`src/rtl/noc_mem_initiator.sv`:
```
// NoC memory initiator: sends remote scratchpad write / read-request packets on
// the egress stream and collects read-response packets from the ingress stream.
module noc_mem_initiator #(
    parameter int XY_SZ   = 3,
    parameter int BW      = 32,
    parameter int BWB     = BW / 8,
    parameter int LEN_W   = 8,
    parameter int TIMEOUT = 4096
) (
    input  logic                 clk_ctrl,
    input  logic                 clk_ctrl_rst_high,
    input  logic [2*XY_SZ-1:0]   HsrcId,
    input  logic                 cmd_valid,
    output logic                 cmd_ready,
    input  logic                 cmd_write,
    input  logic [2*XY_SZ-1:0]   cmd_dest,
    input  logic [31:0]          cmd_addr,
    input  logic [LEN_W-1:0]     cmd_len,
    input  logic                 wr_valid,
    output logic                 wr_ready,
    input  logic [BW-1:0]        wr_data,
    output logic                 rd_valid,
    input  logic                 rd_ready,
    output logic [BW-1:0]        rd_data,
    output logic                 rd_last,
    output logic                 done,
    output logic                 err,
    output logic                 stream_out_TVALID,
    output logic [BW-1:0]        stream_out_TDATA,
    output logic [BWB-1:0]       stream_out_TKEEP,
    output logic                 stream_out_TLAST,
    input  logic                 stream_out_TREADY,
    input  logic                 stream_in_TVALID,
    input  logic [BW-1:0]        stream_in_TDATA,
    input  logic [BWB-1:0]       stream_in_TKEEP,
    input  logic                 stream_in_TLAST,
    output logic                 stream_in_TREADY,
    output logic [2:0]           state_dbg
);

    // Handshakes: a beat transfers on any cycle where valid and ready are both
    // high; valid never waits on ready, and payload is held while valid && !ready.

    typedef enum logic [2:0] {
        S_IDLE     = 3'd0,
        S_HDR      = 3'd1,
        S_ADDR     = 3'd2,
        S_WDATA    = 3'd3,
        S_WAIT_RSP = 3'd4,
        S_RDATA    = 3'd5,
        S_DRAIN    = 3'd6
    } state_t;

    localparam int CNT_W = LEN_W + 1;
    localparam int TO_W  = (TIMEOUT > 2) ? $clog2(TIMEOUT) : 1;

    state_t               state, state_nxt;
    logic                 lat_write;
    logic [2*XY_SZ-1:0]   lat_dest;
    logic [31:0]          lat_addr;
    logic [LEN_W-1:0]     lat_len_m1;
    logic [CNT_W-1:0]     beat_cnt;
    logic [TO_W-1:0]      to_cnt;
    logic                 done_set, err_set;
    logic [BW-1:0]        hdr_word, addr_word;
    logic                 hdr_ok, last_cnt, wdata_beat, rdata_beat;
    logic                 unused_keep;

    assign unused_keep = &{1'b0, stream_in_TKEEP};
    assign state_dbg   = state;
    assign last_cnt    = (beat_cnt == CNT_W'(1));
    assign wdata_beat  = wr_valid && stream_out_TREADY;
    assign rdata_beat  = stream_in_TVALID && rd_ready;

    always_comb begin
        hdr_word                        = '0;
        hdr_word[2*XY_SZ-1:0]           = lat_dest;
        hdr_word[4*XY_SZ-1:2*XY_SZ]     = HsrcId;
        hdr_word[24:16]                 = 9'(lat_len_m1);
        hdr_word[27:25]                 = lat_write ? 3'b001 : 3'b010;
        addr_word                       = '0;
        addr_word[31:0]                 = lat_addr;
    end

    // A response must come from the tile we asked, with the length we asked for.
    assign hdr_ok = (stream_in_TDATA[27:25] == 3'b011)
                 && (stream_in_TDATA[4*XY_SZ-1:2*XY_SZ] == lat_dest)
                 && (stream_in_TDATA[24:16] == 9'(lat_len_m1));

    always_ff @(posedge clk_ctrl) begin
        if (clk_ctrl_rst_high) begin
            state      <= S_IDLE;
            lat_write  <= 1'b0;
            lat_dest   <= '0;
            lat_addr   <= '0;
            lat_len_m1 <= '0;
            beat_cnt   <= '0;
            to_cnt     <= '0;
            done       <= 1'b0;
            err        <= 1'b0;
        end else begin
            state <= state_nxt;
            done  <= done_set;
            err   <= err_set;
            case (state)
                S_IDLE: if (cmd_valid) begin
                    lat_write  <= cmd_write;
                    lat_dest   <= cmd_dest;
                    lat_addr   <= cmd_addr;
                    lat_len_m1 <= cmd_len - LEN_W'(1);
                    // len 0 means 2^LEN_W words
                    beat_cnt   <= {(cmd_len == '0), cmd_len};
                end
                S_ADDR:     if (stream_out_TREADY) to_cnt <= '0;
                S_WDATA:    if (wdata_beat) beat_cnt <= beat_cnt - CNT_W'(1);
                S_WAIT_RSP: if (!stream_in_TVALID) to_cnt <= to_cnt + TO_W'(1);
                S_RDATA:    if (rdata_beat) beat_cnt <= beat_cnt - CNT_W'(1);
                default: ;
            endcase
        end
    end

    always_comb begin
        state_nxt = state;
        done_set  = 1'b0;
        err_set   = 1'b0;
        case (state)
            S_IDLE: if (cmd_valid) state_nxt = S_HDR;
            S_HDR:  if (stream_out_TREADY) state_nxt = S_ADDR;
            S_ADDR: if (stream_out_TREADY) state_nxt = lat_write ? S_WDATA : S_WAIT_RSP;
            S_WDATA: if (wdata_beat && last_cnt) begin
                done_set  = 1'b1;
                state_nxt = S_IDLE;
            end
            S_WAIT_RSP: begin
                if (stream_in_TVALID) begin
                    if (hdr_ok) begin
                        state_nxt = S_RDATA;
                    end else begin
                        err_set   = 1'b1;
                        state_nxt = stream_in_TLAST ? S_IDLE : S_DRAIN;
                    end
                end else if (to_cnt == TO_W'(TIMEOUT - 1)) begin
                    err_set   = 1'b1;
                    state_nxt = S_IDLE;
                end
            end
            S_RDATA: if (rdata_beat) begin
                if (last_cnt && stream_in_TLAST) begin
                    done_set  = 1'b1;
                    state_nxt = S_IDLE;
                end else if (last_cnt) begin
                    err_set   = 1'b1;
                    state_nxt = S_DRAIN;
                end else if (stream_in_TLAST) begin
                    err_set   = 1'b1;
                    state_nxt = S_IDLE;
                end
            end
            S_DRAIN: if (stream_in_TVALID && stream_in_TLAST) state_nxt = S_IDLE;
            default: state_nxt = S_IDLE;
        endcase
    end

    always_comb begin
        cmd_ready         = 1'b0;
        stream_out_TVALID = 1'b0;
        stream_out_TDATA  = '0;
        stream_out_TLAST  = 1'b0;
        wr_ready          = 1'b0;
        stream_in_TREADY  = 1'b0;
        rd_valid          = 1'b0;
        rd_data           = '0;
        rd_last           = 1'b0;
        case (state)
            S_IDLE: cmd_ready = 1'b1;
            S_HDR: begin
                stream_out_TVALID = 1'b1;
                stream_out_TDATA  = hdr_word;
            end
            S_ADDR: begin
                stream_out_TVALID = 1'b1;
                stream_out_TDATA  = addr_word;
                stream_out_TLAST  = !lat_write;
            end
            S_WDATA: begin
                stream_out_TVALID = wr_valid;
                stream_out_TDATA  = wr_data;
                stream_out_TLAST  = wr_valid && last_cnt;
                wr_ready          = stream_out_TREADY;
            end
            S_WAIT_RSP: stream_in_TREADY = 1'b1;
            S_RDATA: begin
                stream_in_TREADY = rd_ready;
                rd_valid         = stream_in_TVALID;
                rd_data          = stream_in_TDATA;
                // an early TLAST still ends the delivered burst
                rd_last          = last_cnt || stream_in_TLAST;
            end
            S_DRAIN: stream_in_TREADY = 1'b1;
            default: ;
        endcase
    end

    assign stream_out_TKEEP = {BWB{stream_out_TVALID}};

endmodule

```
`config.mk`:
```
export PLATFORM = sky130hd
export DESIGN_NAME = noc_mem_initiator
export DESIGN_NICKNAME = d
export VERILOG_FILES = /design/src/rtl/noc_mem_initiator.sv
export SDC_FILE = /design/constraint.sdc
export NUM_CORES = 1
export LEC_CHECK = 0
export ABC_AREA = 1
export CAP_MARGIN = 0
export CORE_ASPECT_RATIO = 1.2
export CORE_MARGIN = 2
export CORE_UTILIZATION = 43
export DETAILED_ROUTE_END_ITERATION = 10
export PLACE_DENSITY = 0.92
export SLEW_MARGIN = 30
export SYNTH_ARGS = -nofsm -noshare
export SYNTH_HDL_FRONTEND = slang
export SYNTH_SLANG_ARGS = --single-unit
```
`constraint.sdc`:
```
create_clock -name clk_ctrl -period 2.5 [get_ports clk_ctrl]
set_clock_uncertainty 0.05 [all_clocks]
set_input_delay 0.75 -clock clk_ctrl [delete_from_list [all_inputs] [get_ports clk_ctrl]]
set_output_delay 0.75 -clock clk_ctrl [all_outputs]
set_load 0.1 [all_outputs]
```
======== Yosys cells after proc, flatten, opt, wreduce, memory -nomap -nowiden ========
Index checks and enable logic that the tools add are counted.
cells by class
  add/sub/neg operators ................... 3
  reductions and logical operators ........ 20
  equality and inequality tests ........... 21
  mux-type cells .......................... 44
operator list
  kind                                                                   number
  32-bit one-hot mux with 3 select lines                                 1
  3-bit two-way mux                                                      14
  32-bit two-way mux                                                     1
  9-bit two-way mux                                                      3
  9-bit one-hot mux with 3 select lines                                  1
  12-bit two-way mux                                                     2
  12-bit one-hot mux with 2 select lines                                 1
  3-bit one-hot mux with 7 select lines                                  1
  2-bit != test, second input constant                                   8
  1-bit two-way mux                                                      14
  12-bit by 1-bit adder with 12-bit output, second input constant        1
  12-bit equality test, second input constant                            1
  1-bit one-hot mux with 2 select lines                                  5
  3-bit by 2-bit equality test with 1-bit output, second input constant  3
  3-bit equality test, second input constant                             3
  9-bit by 1-bit equality test with 1-bit output, second input constant  1
  9-bit by 8-bit equality test with 1-bit output                         1
  9-bit by 1-bit subtractor with 9-bit output, second input constant     1
  1-bit logical AND                                                      8
  8-bit zero test                                                        1
  8-bit AND reduction                                                    1
  8-bit by 1-bit subtractor with 8-bit output, second input constant     1
  6-bit equality test                                                    1
  4-bit != test, second input constant                                   1
  other kinds (12)                                                       13
word-level totals
  bits in registers ....................... 73
  logic and storage cells ................. 97
  output and inout port bits .............. 80
  input port bits ......................... 129

======== Logic depth before layout (Yosys ltp) ========
  depth after elaboration ................. 6
  depth in mapped cells ................... 15
  depth with buffers taken out ............ 15

======== Worst setup path before layout ========
OpenSTA, ideal clock, no wires.
  path type ............................... register to output
  start point ............................. register state[1], in the netlist state_dbg[1]
  end point ............................... output port stream_out_TDATA[13]
  data arrival time ....................... 3.784 ns
  buffers on the path ..................... 2
  cell stages (with the launch flop) ...... 5
  slack ................................... -2.084 ns
  data required time ...................... 1.700 ns
  cell sequence ........................... dfxtp_1 > nand2_1 > buf_2 > clkbuf_1 > o21ai_0
on the way
  cells in the longest elaborated chain, start to end .. 2
  elaborated cells between the ends (all ways) .. 4
  classes of those cells .................. 3 x eq/ne; 1 x mux
ends and longest elaborated chain
  element                                                                                                           line  source
  from (decl)                                                                                                       57    state_t state, state_nxt;
  from (signal assigned)                                                                                            102   state <= state_nxt;
  3-bit by 2-bit equality test with 1-bit output or 3-bit by 1-bit equality test with 1-bit output (tied branches)  175   case (state)
  32-bit one-hot mux with 3 select lines (*)                                                                        175
  to (decl)                                                                                                         29    output logic [BW-1:0] stream_out_TDATA,
Mark *: on every way between the ends. The rest lies on a longest branch, timed or not.

======== Worst setup path in the final report ========
  start point ............................. register state[0], in the netlist state_dbg[0]
  end point ............................... output port stream_out_TDATA[9]
The elaborated chain is that of the path after synthesis.

==> qor.yml <==
status: "finished clean"
crit_path_max_incr_delay_ps: 390
synth_top_area_cell: "dfxtp_1"
worstPathMaxFanout: 13
p_per_area_nw_per_um2: 930
placement.io_buffers: 204
p_comb_share_pct: 63.7
syn_nets: 867
grt_pass1_wl_um: 30300
final_nets: 1098
path_cells: "nor2_4 > nand2_8 > buf_12 > o211ai_1 > clkbuf_16"
gp_congestion: 0.932
rows: 41
routed_wl_um: 20800
fp.coreArea_um2: 10500
peakVddDrop_mv: 0.908
synth_fa_ha_area_share_pct: 2.16
yosys.cell_count.top_type: "nand2_1"
dieArea_um2: 11600
fin_crit_sh_pct: 100
yosysSeqAreaShare_pct: 31.5
grt_usage_pct: 32.3
start_util_pct: 44.1
min_path_type: "flip-flop to flip-flop"
area_delta_synth_final_pct: 91.2
grt_pass1_vias: 5945
crit_cells: 5
whs_path_depth: 2
critPathKind: "flip-flop to primary output"
worst_pin_slew_ps: 471
drive_above_1_share_pct: 26.8
cts_hold_buf: 0
synth-simple-area-share_pct: 27.9
cts_sinks: 73
worst_setup_path_start_kind: "flip-flop"
synth_xor_xnor_area_share_pct: 0.944
max_slew_margin_pct: 68.6
critPathArrivalTime_ps: 1700
ys_top_cells_by_area: "dfxtp_1, nand2_1, inv_1"
wl_per_cell_um: 19.0
drc: 0
syn_area_um2: 4640
htreeDepth: 3
antenna_found_initial: 1
slowest_stage: "dfxtp_4"
die_h_um: 118
crit_required_ps: 1700
power_frac_clock_pct: 15.9
hold_viol_final: 0
tritoncts: "built"
synth_compound_area_share_pct: 22.4
p_int_mw: 4.10
clk_pin_slew_ps: 60
switching_power_mw: 4.15
syn_avg_cell_area_um2: 6.35
postSynth.asyncResetShare_pct: 0
yosys.cell_types.count: 40
grt_max_degree: 52
first_pass_iters: 6
slew_violations: 0
postLayoutCoreUtil_pct: 84.3
die_x_um: 98.8
reg2reg_depth: 15
dp_hpwl_um: 13800
crit_family: "buffers and inverters"
period_minus_slack_ps: 2500
cts_buffers: 9
synth.top_cell.area_share_pct: 31.5
pwr-share-seq_pct: 20.3
drtIter0Drc: 503
overflow: 0
synth_edf_count: 0
yosys-mux-area-fraction_pct: 0
clockRootBuffer: "clkbuf_16"
netlist_instances: 730
cp_num_buf_inv: 2
leakage_nw: 3.71
vias_per_cell: 5.69
cts_max_path_buffers: 2
synth_top_family_by_area: "simple AND/OR/NAND/NOR gates"
io-pin-count: 209
synth_ff_type: "dfxtp_1"
setup_viol: 0
rsz0062_at_grt: "yes"
maxCapViolations: 0
synth_seq_cells: 73
yosys-top-cells-count: "nand2_1, inv_1, dfxtp_1, nor2_1, o21ai_0"
swShare_pct: 50.3
p_total_mw: 8.25
yosysWarnings: 0
fmax_mhz: 400
crit_path_end_kind: "primary output"
final_antenna_net_count: 0
routed-via-count: 6231
clock_latency_ps: 330
==> through the flow <==
| stage | setup slack, ps | std cells | setup TNS [ps] | hold WS, ps | area (µm²) |
|---|---|---|---|---|---|
| global route | -52.3 | 1096 | -200 | 434 | 8870 |
| floorplan | -772 | 730 | -15590 | 380 | 5190 |
| detailed placement | -140 | 1058 | -596 | 399 | 8240 |
| global placement | -127 | 1058 | -424 | 389 | 8240 |
| finish | 0.485 | 1096 | 0 | 408 | 8870 |
| CTS | -6.27 | 1077 | -11.7 | 407 | 8620 |
==> power by group through the flow <==
stage / registers [mW] / clock network [mW] / logic (mW)
final: 1.68 / 1.31 / 5.26
after global routing: 1.70 / 1.37 / 5.50
after CTS: 1.65 / 1.31 / 4.97
after detailed placement: 1.66 / 0 / 4.90
after global placement: 1.64 / 0 / 4.81
after floorplan: 1.70 / 0 / 3.18
==> logic make-up (layout without fill, tap and decap cells) <==
logic type | count (synthesis) | count (layout)
buffers and inverters | 171 | 407
other | 0 | 1
XOR/XNOR | 5 | 5
AND/OR/NAND/NOR | 292 | 292
AO/OA/AOI/OAI | 181 | 181
adder cells (fa/ha/maj) | 8 | 8
flip-flops | 73 | 73
==> state kept, by name, indices dropped and copies added (netlist names) <==
name / cells
beat_cnt: 9
err: 1
addr_word: 32
state_dbg: 3
lat_write: 1
done: 1
to_cnt: 12
lat_len_m1: 8
lat_dest: 6
==> layer usage <==
| layer | up-vias | part of all wire [%] | wire, µm | track usage, % |
|---|---|---|---|---|
| met5 | - | 0 | 0 | 0 |
| met4 | 0 | 5.9 | 1230 | 16.1 |
| met3 | 99 | 8.3 | 1730 | 4.51 |
| met2 | 442 | 51 | 10600 | 56.6 |
| met1 | 2869 | 35 | 7250 | 38.1 |
| li1 | 2821 | - | - | - |
==> what timing repair did <==
action | 4_1_cts | 5_1_grt
gates cloned | 0 | 1
setup endpoints to repair | 64 | 50
setup buffers | 3 | 17
resized for setup | 21 | 26
pin swaps | 5 | 10
==> worst min-delay path, delay by kind of cell, from the launching register on <==
kind	cells	cell delay, ps
DFF	1	290
buffers and inverters	1	60
AOI/OAI and AO/OA	1	60
==> placed cells by master, fill, tap and decap left out, types with 7 or more instances in the layout <==
cell type and n:
dfxtp_1 70, clkdlybuf4s50_1 116, buf_4 42, buf_12 80
nand4_1 10, clkbuf_16 14, nor2_1 37, nand3_1 22
inv_1 118, a21oi_1 62, nor2_4 36, o211ai_1 10
o21ai_1 11, o21ai_0 59, o21ai_2 7, o221ai_4 11
nor3_1 7, ha_1 7, nand2_1 154, inv_2 12
==> final timing paths <==
check,start,end,slack [ps]
worst max-delay path,state_dbg[0]$_SDFFE_PP0P_,stream_out_TDATA[9],0.5
worst min-delay path,addr_word[31]$_SDFFE_PP0P_,addr_word[31]$_SDFFE_PP0P_,410
worst max register to register,beat_cnt[5]$_SDFFE_PP0P_,state_dbg[2]$_SDFFE_PP0P_,300
worst min register to register,addr_word[31]$_SDFFE_PP0P_,addr_word[31]$_SDFFE_PP0P_,410
==> cell type report <==
class	instances	area, µm²
clock inverters	1	5.00
clock buffers	15	299
inverters	136	553
fillers	499	1650
well taps	129	161
repair buffers	255	3330
multi-input cells	486	3050
flip-flops and latches	73	1470
diodes	1	2.50
No activity file was read; power rests on OpenSTA's default activity.
